`config.mk`:
```
export PLATFORM = sky130hd
export DESIGN_NAME = sha256_gpio_host
export DESIGN_NICKNAME = d
export VERILOG_FILES = /design/src/rtl/sha256_gpio_host.sv
export SDC_FILE = /design/constraint.sdc
export NUM_CORES = 1
export LEC_CHECK = 0
export CAP_MARGIN = 20
export CELL_PAD_IN_SITES_DETAIL_PLACEMENT = 1
export CELL_PAD_IN_SITES_GLOBAL_PLACEMENT = 2
export CORE_AREA = 8 8 209 211
export CTS_CLUSTER_DIAMETER = 50
export CTS_CLUSTER_SIZE = 14
export DETAILED_ROUTE_END_ITERATION = 10
export DIE_AREA = 0 0 217 219
export PLACE_DENSITY_LB_ADDON = 0.1
export SLEW_MARGIN = 15
export SYNTH_ARGS = -nofsm -noshare
export SYNTH_HDL_FRONTEND = slang
export SYNTH_SLANG_ARGS = --single-unit
```
`constraint.sdc`:
```
create_clock -name clk -period 1.92 [get_ports clk]
set_input_delay 0.288 -clock clk [delete_from_list [all_inputs] [get_ports clk]]
set_output_delay 0.288 -clock clk [all_outputs]
set_load 0.01 [all_outputs]
```
`src/rtl/sha256_gpio_host.sv`:
```
// Host-side driver for the byte-wide GPIO SHA-256 core: streams message bytes in, collects the 32-byte digest.
// Optional feature macro SHA_HOST_TIMEOUT_EN: abort digest collection after TIMEOUT_CYCLES idle cycles.
module sha256_gpio_host #(
  parameter int LEN_W          = 16,
  parameter int TIMEOUT_CYCLES = 4096
) (
  input  logic             clk,
  input  logic             rst_n,
  input  logic [7:0]       s_data,
  input  logic             s_valid,
  input  logic             s_last,
  output logic             s_ready,
  output logic [7:0]       gpio_din,
  output logic             gpio_valid,
  output logic             gpio_last,
  input  logic             gpio_ready,
  input  logic             gpio_busy,
  input  logic [7:0]       gpio_dout,
  input  logic             gpio_dvalid,
  output logic [255:0]     digest,
  output logic             digest_valid,
  input  logic             digest_ack,
  output logic [LEN_W-1:0] msg_len,
  output logic             err_timeout
);

  typedef enum logic [1:0] {IDLE, SEND, COLLECT, DONE} state_t;

  state_t     state, state_nxt;
  logic [4:0] byte_cnt;
  logic       send_start, byte_xfer, last_xfer, digest_byte, timeout_hit;

  assign send_start  = (state == IDLE) && s_valid && !gpio_busy;
  // A byte is only offered when the core is ready, so its skid buffer is never exercised.
  assign byte_xfer   = (state == SEND) && s_valid && gpio_ready;
  assign last_xfer   = byte_xfer && s_last;
  assign digest_byte = (state == COLLECT) && gpio_dvalid;

  always_ff @(posedge clk or negedge rst_n) begin
    if (!rst_n) state <= IDLE;
    // NOTE: non-blocking so every register in the design samples pre-edge values.
    else        state <= state_nxt;
  end

  always_comb begin
    // NOTE: every output gets a default first so no path through the case infers a latch.
    state_nxt  = state;
    s_ready    = 1'b0;
    gpio_valid = 1'b0;
    gpio_din   = '0;
    gpio_last  = 1'b0;
    unique case (state)
      IDLE: if (send_start) state_nxt = SEND;
      SEND: begin
        gpio_valid = byte_xfer;
        s_ready    = byte_xfer;
        gpio_din   = s_data;
        gpio_last  = s_last;
        if (last_xfer) state_nxt = COLLECT;
      end
      COLLECT: if ((digest_byte && byte_cnt == 5'd31) || timeout_hit) state_nxt = DONE;
      DONE:    if (digest_ack) state_nxt = IDLE;
      default: state_nxt = IDLE;
    endcase
  end

  always_ff @(posedge clk or negedge rst_n) begin
    if (!rst_n) begin
      digest       <= '0;
      digest_valid <= 1'b0;
      msg_len      <= '0;
      byte_cnt     <= '0;
    end else begin
      if (send_start) msg_len <= '0;
      if (byte_xfer && msg_len != '1) msg_len <= msg_len + 1'b1;
      if (last_xfer) begin
        byte_cnt     <= '0;
        digest_valid <= 1'b0;
      end
      // First byte received ends up in the top byte once all 32 have shifted in.
      if (digest_byte) begin
        digest   <= {digest[247:0], gpio_dout};
        byte_cnt <= byte_cnt + 5'd1;
        if (byte_cnt == 5'd31) digest_valid <= 1'b1;
      end
      if (timeout_hit) digest_valid <= 1'b1;
      if (state == DONE && digest_ack) digest_valid <= 1'b0;
    end
  end

`ifdef SHA_HOST_TIMEOUT_EN
  localparam int IDLE_W = (TIMEOUT_CYCLES > 1) ? $clog2(TIMEOUT_CYCLES) : 1;

  logic [IDLE_W-1:0] idle_cnt;
  logic              err_q;

  // Fires on the TIMEOUT_CYCLES-th consecutive collect cycle without a digest byte.
  assign timeout_hit = (state == COLLECT) && !gpio_dvalid &&
                       (idle_cnt == IDLE_W'(TIMEOUT_CYCLES - 1));
  assign err_timeout = err_q;

  always_ff @(posedge clk or negedge rst_n) begin
    if (!rst_n) begin
      idle_cnt <= '0;
      err_q    <= 1'b0;
    end else begin
      if (state != COLLECT || gpio_dvalid) idle_cnt <= '0;
      else if (!timeout_hit)               idle_cnt <= idle_cnt + 1'b1;
      if (send_start)       err_q <= 1'b0;
      else if (timeout_hit) err_q <= 1'b1;
    end
  end
`else
  assign timeout_hit = 1'b0;
  assign err_timeout = 1'b0;
`endif

endmodule

```
==> impl_metrics.json, run 1 <==
{
  "core_area_um2": 40400,
  "final-hold-violation-count": 0,
  "syn_nets": 1283,
  "grt_use_met3_pct": 6.93,
  "setup_violations": 0,
  "hpwl_mm": 27.2,
  "overflow": 0,
  "first_pass_iters": 4,
  "final_nets": 1614,
  "tightestPinTransition_ns": 0.525,
  "ant_nets": 0,
  "max_slew_margin_pct": 65.0,
  "powerDensity_nw_per_um2": 1290,
  "synth_edf_count": 0,
  "grt_use_met1_pct": 20.2,
  "clockBufferDepth": 3,
  "num_vias": 9521,
  "syn_avg_cell_area_um2": 8.87,
  "track_usage_pct": 16.3,
  "syn_inst": 1251,
  "async_flop_share_pct": 100,
  "cp-start-kind": "flop",
  "die_x_um": 217,
  "cp_max_fo": 7,
  "path_clk_slew_ns": 0.05,
  "drt_iter0_drc": 488,
  "root_buffer": "clkbuf_16",
  "cts_tree": "built",
  "grt-busiest-layer": "met2",
  "grt_max_degree": 105,
  "fmax_mhz": 536,
  "placed_area_um2": 15000,
  "area_growth_pct": 48.9,
  "routedWlPerCell_um": 18.3,
  "final_cell_area_um2": 16500,
  "numClockSinks": 280,
  "cts_buffers": 40,
  "worstSetupPathType": "flop to primary output",
  "critPathRequiredTime_ns": 1.63,
  "ir_drop_mv": 0.658,
  "p_leak_nw": 8.39,
  "grt_pass1_wl_mm": 61.7,
  "cp_top_family": "buffers and inverters",
  "worstPathArrival_ns": 1.58,
  "outcome": "complete, no violations",
  "fp-row-count": 74,
  "drive_gt1_share_pct": 8.99,
  "gp_congestion": 0.740,
  "synth_area_um2": 11100,
  "ys_seq_elements": 280,
  "drc": 0,
  "grtUsageMet2_pct": 26.1,
  "io-pin-count": 309,
  "first_global_vias": 10232,
  "die_area_um2": 47500,
  "yosysWarnings": 0,
  "rsz0062_at_grt": "no",
  "synth.distinct_cells": 44,
  "htree_levels": 2,
  "endpoint_kind": "primary output",
  "period_minus_slack_ns": 1.87,
  "die_h_um": 219,
  "max_stage_delay_ns": 0.59,
  "hold_class": "input port to async pin",
  "port_buffers": 307,
  "grt_antenna_before_repair": 3,
  "yosys_most_used_dff": "dfrtp_1",
  "vias_per_cell": 4.44,
  "critPathBufInv": 1,
  "finalCritPeriodShare_pct": 97.2,
  "crit_slowest_cell": "clkdlybuf4s50_1",
  "start_util_pct": 27.5,
  "drt_wl_total_mm": 39.4,
  "fin_setup_tns_ns": 0,
  "cp_cell_sequence": "clkdlybuf4s50_1",
  "clock_latency_ns": 0.53,
  "fillers": 4667,
  "r2r_slack_ns": 0.13,
  "max_cap_violations": 0,
  "fin_skew_ns": 0.0172,
  "ys_seq_area_share_pct": 63.2,
  "drv_slew": 0
}
-- routing by layer --
layer	vias up	part of all wire, %
met5	-	0.069
met4	4	1.9
met3	54	8.7
met2	217	46
met1	4687	43
li1	4559	-
-- logic make-up after synthesis --
kind of cell / share of synthesized area (%)
simple gates: 30.2
buf+inv: 2.93
flops: 63.2
compound gates: 2.35
mux: 0.282
fa+ha+maj: 0.902
xor+xnor: 0.158
other cells: 0.0338
-- path summary, 6_finish.rpt --
| path | depth (start not counted) | from | endpoint |
|---|---|---|---|
| worst min register to register | 2 | digest[248] | digest[248] |
| worst min-delay path | 2 | rst_n | digest[252] |
| worst max-delay path | 1 | msg_len[10] | msg_len[10] |
| max in group asynchronous | 3 | rst_n | digest[88] |
| worst max register to register | 7 | state[1] | digest[0] |
| min in group clk | 3 | gpio_dout[1] | digest[1] |
-- Yosys cell counts, types with 4 or more instances --
| cell | instances | share of area [%] |
|---|---|---|
| a21oi_1 | 4 | 0.18 |
| a221o_1 | 9 | 0.81 |
| and2_1 | 11 | 0.62 |
| buf_2 | 22 | 0.99 |
| clkbuf_1 | 36 | 1.2 |
| dfrtp_1 | 280 | 63 |
| ha_1 | 8 | 0.90 |
| inv_1 | 8 | 0.27 |
| nand2_1 | 784 | 27 |
| nand3_1 | 10 | 0.45 |
| nand4_1 | 7 | 0.39 |
| nor3_1 | 10 | 0.45 |
| nor4_1 | 9 | 0.51 |
| o21ai_0 | 8 | 0.36 |
-- where the power goes --
part	internal, mW	switching (mW)	total [mW]	leakage [nW]
clock network	5.29	2.80	8.08	0.719
registers	6.84	0.947	7.79	3.84
logic	2.49	3.00	5.49	3.83
total	14.6	6.75	21.4	8.39
-- state kept, by name (all words and copies together) (netlist names) --
signal	count
byte_cnt	5
digest	256
state	2
digest_valid	1
msg_len	16
-- worst reg2reg max path: stages, from the launching register on --
cell	delay [ns]
dfrtp_1	0.38
buf_4	0.13
buf_4	0.13
ha_1	0.25
nand2_4	0.15
buf_12	0.37
nand2_1	0.22
nand2_1	0.09
-- cell type report --
type / instances / area [µm²] / share of cell area (%)
diodes: 1 / 2.50 / 0.0152
flip-flops and latches: 280 / 7020 / 42.5
well taps: 532 / 666 / 4.03
clock buffers: 57 / 1200 / 7.24
repair buffers: 354 / 3540 / 21.4
inverters: 9 / 35.0 / 0.212
clock inverters: 16 / 275 / 1.67
multi-input cells: 897 / 3780 / 22.9
-- layout by cell type (no fill, tap or decap), types with 10 or more instances in the layout --
cell and count:
nand2_1 783, clkdlybuf4s50_1 294, dfrtp_1 271, clkbuf_16 41
buf_4 32, buf_12 12, clkbuf_8 11, buf_2 11
and2_1 10, nand3_1 10, nor3_1 10
-- through the flow --
| step | worst slack (ns) | std cells | total power, mW | hold WS, ns | util (%) |
|---|---|---|---|---|---|
| detailed placement | -0.0429 | 2064 | 13.4 | 0.217 | 37.2 |
| global placement | -0.0323 | 2064 | 13.4 | 0.214 | 37.2 |
| CTS | 0.00317 | 2143 | 21.8 | 0.244 | 40.9 |
| floorplan | 0.183 | 1251 | 9.91 | -0.00759 | - |
| finish | 0.0537 | 2146 | 21.4 | 0.245 | 40.9 |
| global route | 0.00439 | 2145 | 22.5 | 0.265 | 40.9 |
-- repair_timing --
item,4_1_cts,5_1_grt
cloned,1,0
hold endpoints to repair,36,0
pin swaps,1,0
endpoints found under the setup margin,19,3
resized for setup,59,2
hold buffers,1,0
setup buffers,4,2
(Power assumes the default switching activity.)
==> run 2: changes to the inputs <==
ABC_AREA = 1   (was default)
HOLD_SLACK_MARGIN = 0.12   (was default)
clock period = 2.1 ns   (was 1.92 ns; I/O delays follow)
==> impl_metrics.json, run 2 <==
{
  "fin_setup_tns_ns": 0,
  "p_leak_nw": 8.42,
  "core_area_um2": 40400,
  "r2r_start": "state[0]",
  "syn_nets": 1334,
  "max_cap_violations": 0,
  "die_x_um": 217,
  "grt_pass1_wl_mm": 61.9,
  "path_clk_slew_ns": 0.05,
  "critPathBufInv": 2,
  "placed_area_um2": 15000,
  "final_cell_area_um2": 16500,
  "yosysWarnings": 0,
  "crit_slowest_cell": "dfrtp_1",
  "area_growth_pct": 48.8,
  "reg2reg_depth": 7,
  "fmax_mhz": 501,
  "hpwl_mm": 27.4,
  "drt_iter0_drc": 428,
  "endpoint_kind": "primary output",
  "root_buffer": "clkbuf_16",
  "grt_max_degree": 67,
  "ir_drop_mv": 0.892,
  "outcome": "complete, no violations",
  "regMostFlops": "digest",
  "layout_setup_ws_ns": 0.104,
  "final_cell_mix": "809 x nand2_1, 295 x clkdlybuf4s50_1, 279 x dfrtp_1",
  "overflow": 0,
  "rr_endpoint": "digest[138]",
  "die_h_um": 219,
  "clockBufferDepth": 3,
  "drv_slew": 0,
  "r2r_slack_ns": 0.31,
  "powerDensity_nw_per_um2": 1230,
  "synth_edf_count": 0,
  "cts_tree": "built",
  "final-hold-violation-count": 0,
  "fin_hold_ws_ns": 0.284,
  "synthTopCellsByArea": "dfrtp_1 63%, nand2_1 27%, clkbuf_1 1.6%, nand3_1 1.6%, inv_1 1.0%",
  "fin_skew_ns": 0.0177,
  "port_buffers": 307,
  "synth.distinct_cells": 27,
  "yosysTopAreaCellShare_pct": 63.1,
  "ys_seq_elements": 280,
  "critPathRequiredTime_ns": 1.78,
  "setup_violations": 0,
  "htree_levels": 2,
  "first_pass_iters": 4,
  "largest_reg_flops": 256,
  "period_minus_slack_ns": 2.00,
  "rsz0062_at_grt": "yes",
  "clock_latency_ns": 0.55,
  "syn_inst": 1302,
  "layout_commonest_cell": "nand2_1",
  "dp_cells": 2110,
  "diodes": 0,
  "stdcell_count": 2184,
  "ant_nets": 0,
  "async_flop_share_pct": 100,
  "synth_area_um2": 11100,
  "max_stage_delay_ns": 0.39,
  "cts_buffers": 40,
  "routedWlPerCell_um": 17.8,
  "ys_seq_area_share_pct": 63.1,
  "num_vias": 9480,
  "cp_top_family": "flip-flops",
  "synthTopCellsByCount": "809 x nand2_1, 280 x dfrtp_1, 47 x clkbuf_1",
  "first_global_vias": 10331,
  "hold_class": "input port to async pin",
  "numClockSinks": 280,
  "cp-start-kind": "flop",
  "top_regs": "digest: 256 flops, msg_len: 16 flops, byte_cnt: 5 flops",
  "die_area_um2": 47500,
  "worstPathArrival_ns": 1.68,
  "worstSetupPathType": "flop to primary output",
  "grt_antenna_before_repair": 0,
  "vias_per_cell": 4.34,
  "dp_slack_ns": 0.165,
  "track_usage_pct": 16.4,
  "finalCritPeriodShare_pct": 95.1,
  "drc": 0,
  "cp_max_fo": 6,
  "start_util_pct": 27.5,
  "yosysMostFrequentCell": "nand2_1",
  "cp_cell_sequence": "inv_2, ha_4, nand2_1, nor2_2, dlygate4sd2_1",
  "synth_area_leader_cell": "dfrtp_1",
  "io-pin-count": 309,
  "drive_gt1_share_pct": 7.57,
  "final_nets": 1654,
  "yosys_most_used_dff": "dfrtp_1",
  "fp-row-count": 74,
  "drt_wl_total_mm": 38.9,
  "gp_congestion": 0.756,
  "syn_avg_cell_area_um2": 8.53
}
## run 2: report_power, final
group          switching (mW)  internal [mW]
clock network            2.66           4.91
registers               0.952           6.44
logic                    2.85           2.60
total                    6.46           13.9
## run 2: worst register-to-register path, stage by stage (launching register included)
cell     delay [ns]
dfrtp_2        0.44
inv_1          0.11
ha_1           0.29
nand2_8        0.14
inv_8          0.27
buf_12         0.27
nand2_1        0.13
nand2_1        0.07
## run 2: routing by layer
layer | routed length [µm] | share of wire, % | vias to the layer above | global-route usage (%)
met5 | 0 | 0 | - | 0
met4 | 675 | 1.7 | 0 | 4.13
met3 | 2830 | 7.3 | 42 | 6.31
met2 | 18800 | 48 | 177 | 27.1
met1 | 16600 | 43 | 4669 | 20.0
li1 | - | - | 4592 | -
## run 2: how the worst max path moves through the flow
stage               start           to  slack, ns  cells after the start
2_1_floorplan    state[1]  msg_len[13]       0.53                      9
3_3_place_gp   gpio_ready      s_ready       0.23                      4
3_5_place_dp     state[1]      s_ready       0.17                      5
4_1_cts          state[0]  gpio_din[3]       0.03                      5
5_1_grt          state[1]      s_ready      -0.01                      5
6_report         state[1]      s_ready       0.10                      5
## run 2: final cells by class
type | instances | area (µm²)
multi-input cells | 924 | 3730
well taps | 532 | 666
inverters | 36 | 143
fillers | 4681 | 23800
flip-flops and latches | 280 | 7010
clock inverters | 28 | 438
clock buffers | 44 | 1060
repair buffers | 340 | 3490
## run 2: metrics by stage
stage	util (%)	power, mW
floorplan	-	9.53
global placement	37.2	13.0
detailed placement	37.2	13.1
CTS	40.9	20.9
global route	41.0	21.6
finish	41.0	20.4
## run 2: kinds of logic after synthesis
logic type / Yosys count / synth area share (%)
AO/OA/AOI/OAI: 33 / 1.73
flip-flops: 280 / 63.1
other: 1 / 0.0337
buffers and inverters: 98 / 3.60
adder cells (fa/ha/maj): 8 / 0.901
AND/OR/NAND/NOR: 881 / 30.6
XOR/XNOR: 1 / 0.0788
## run 2: timing repair
item,CTS,global route
gates resized for setup,14,2
endpoints found under the hold margin,160,0
buffers inserted,1,0
hold buffers,1,0
endpoints found under the setup margin,11,8
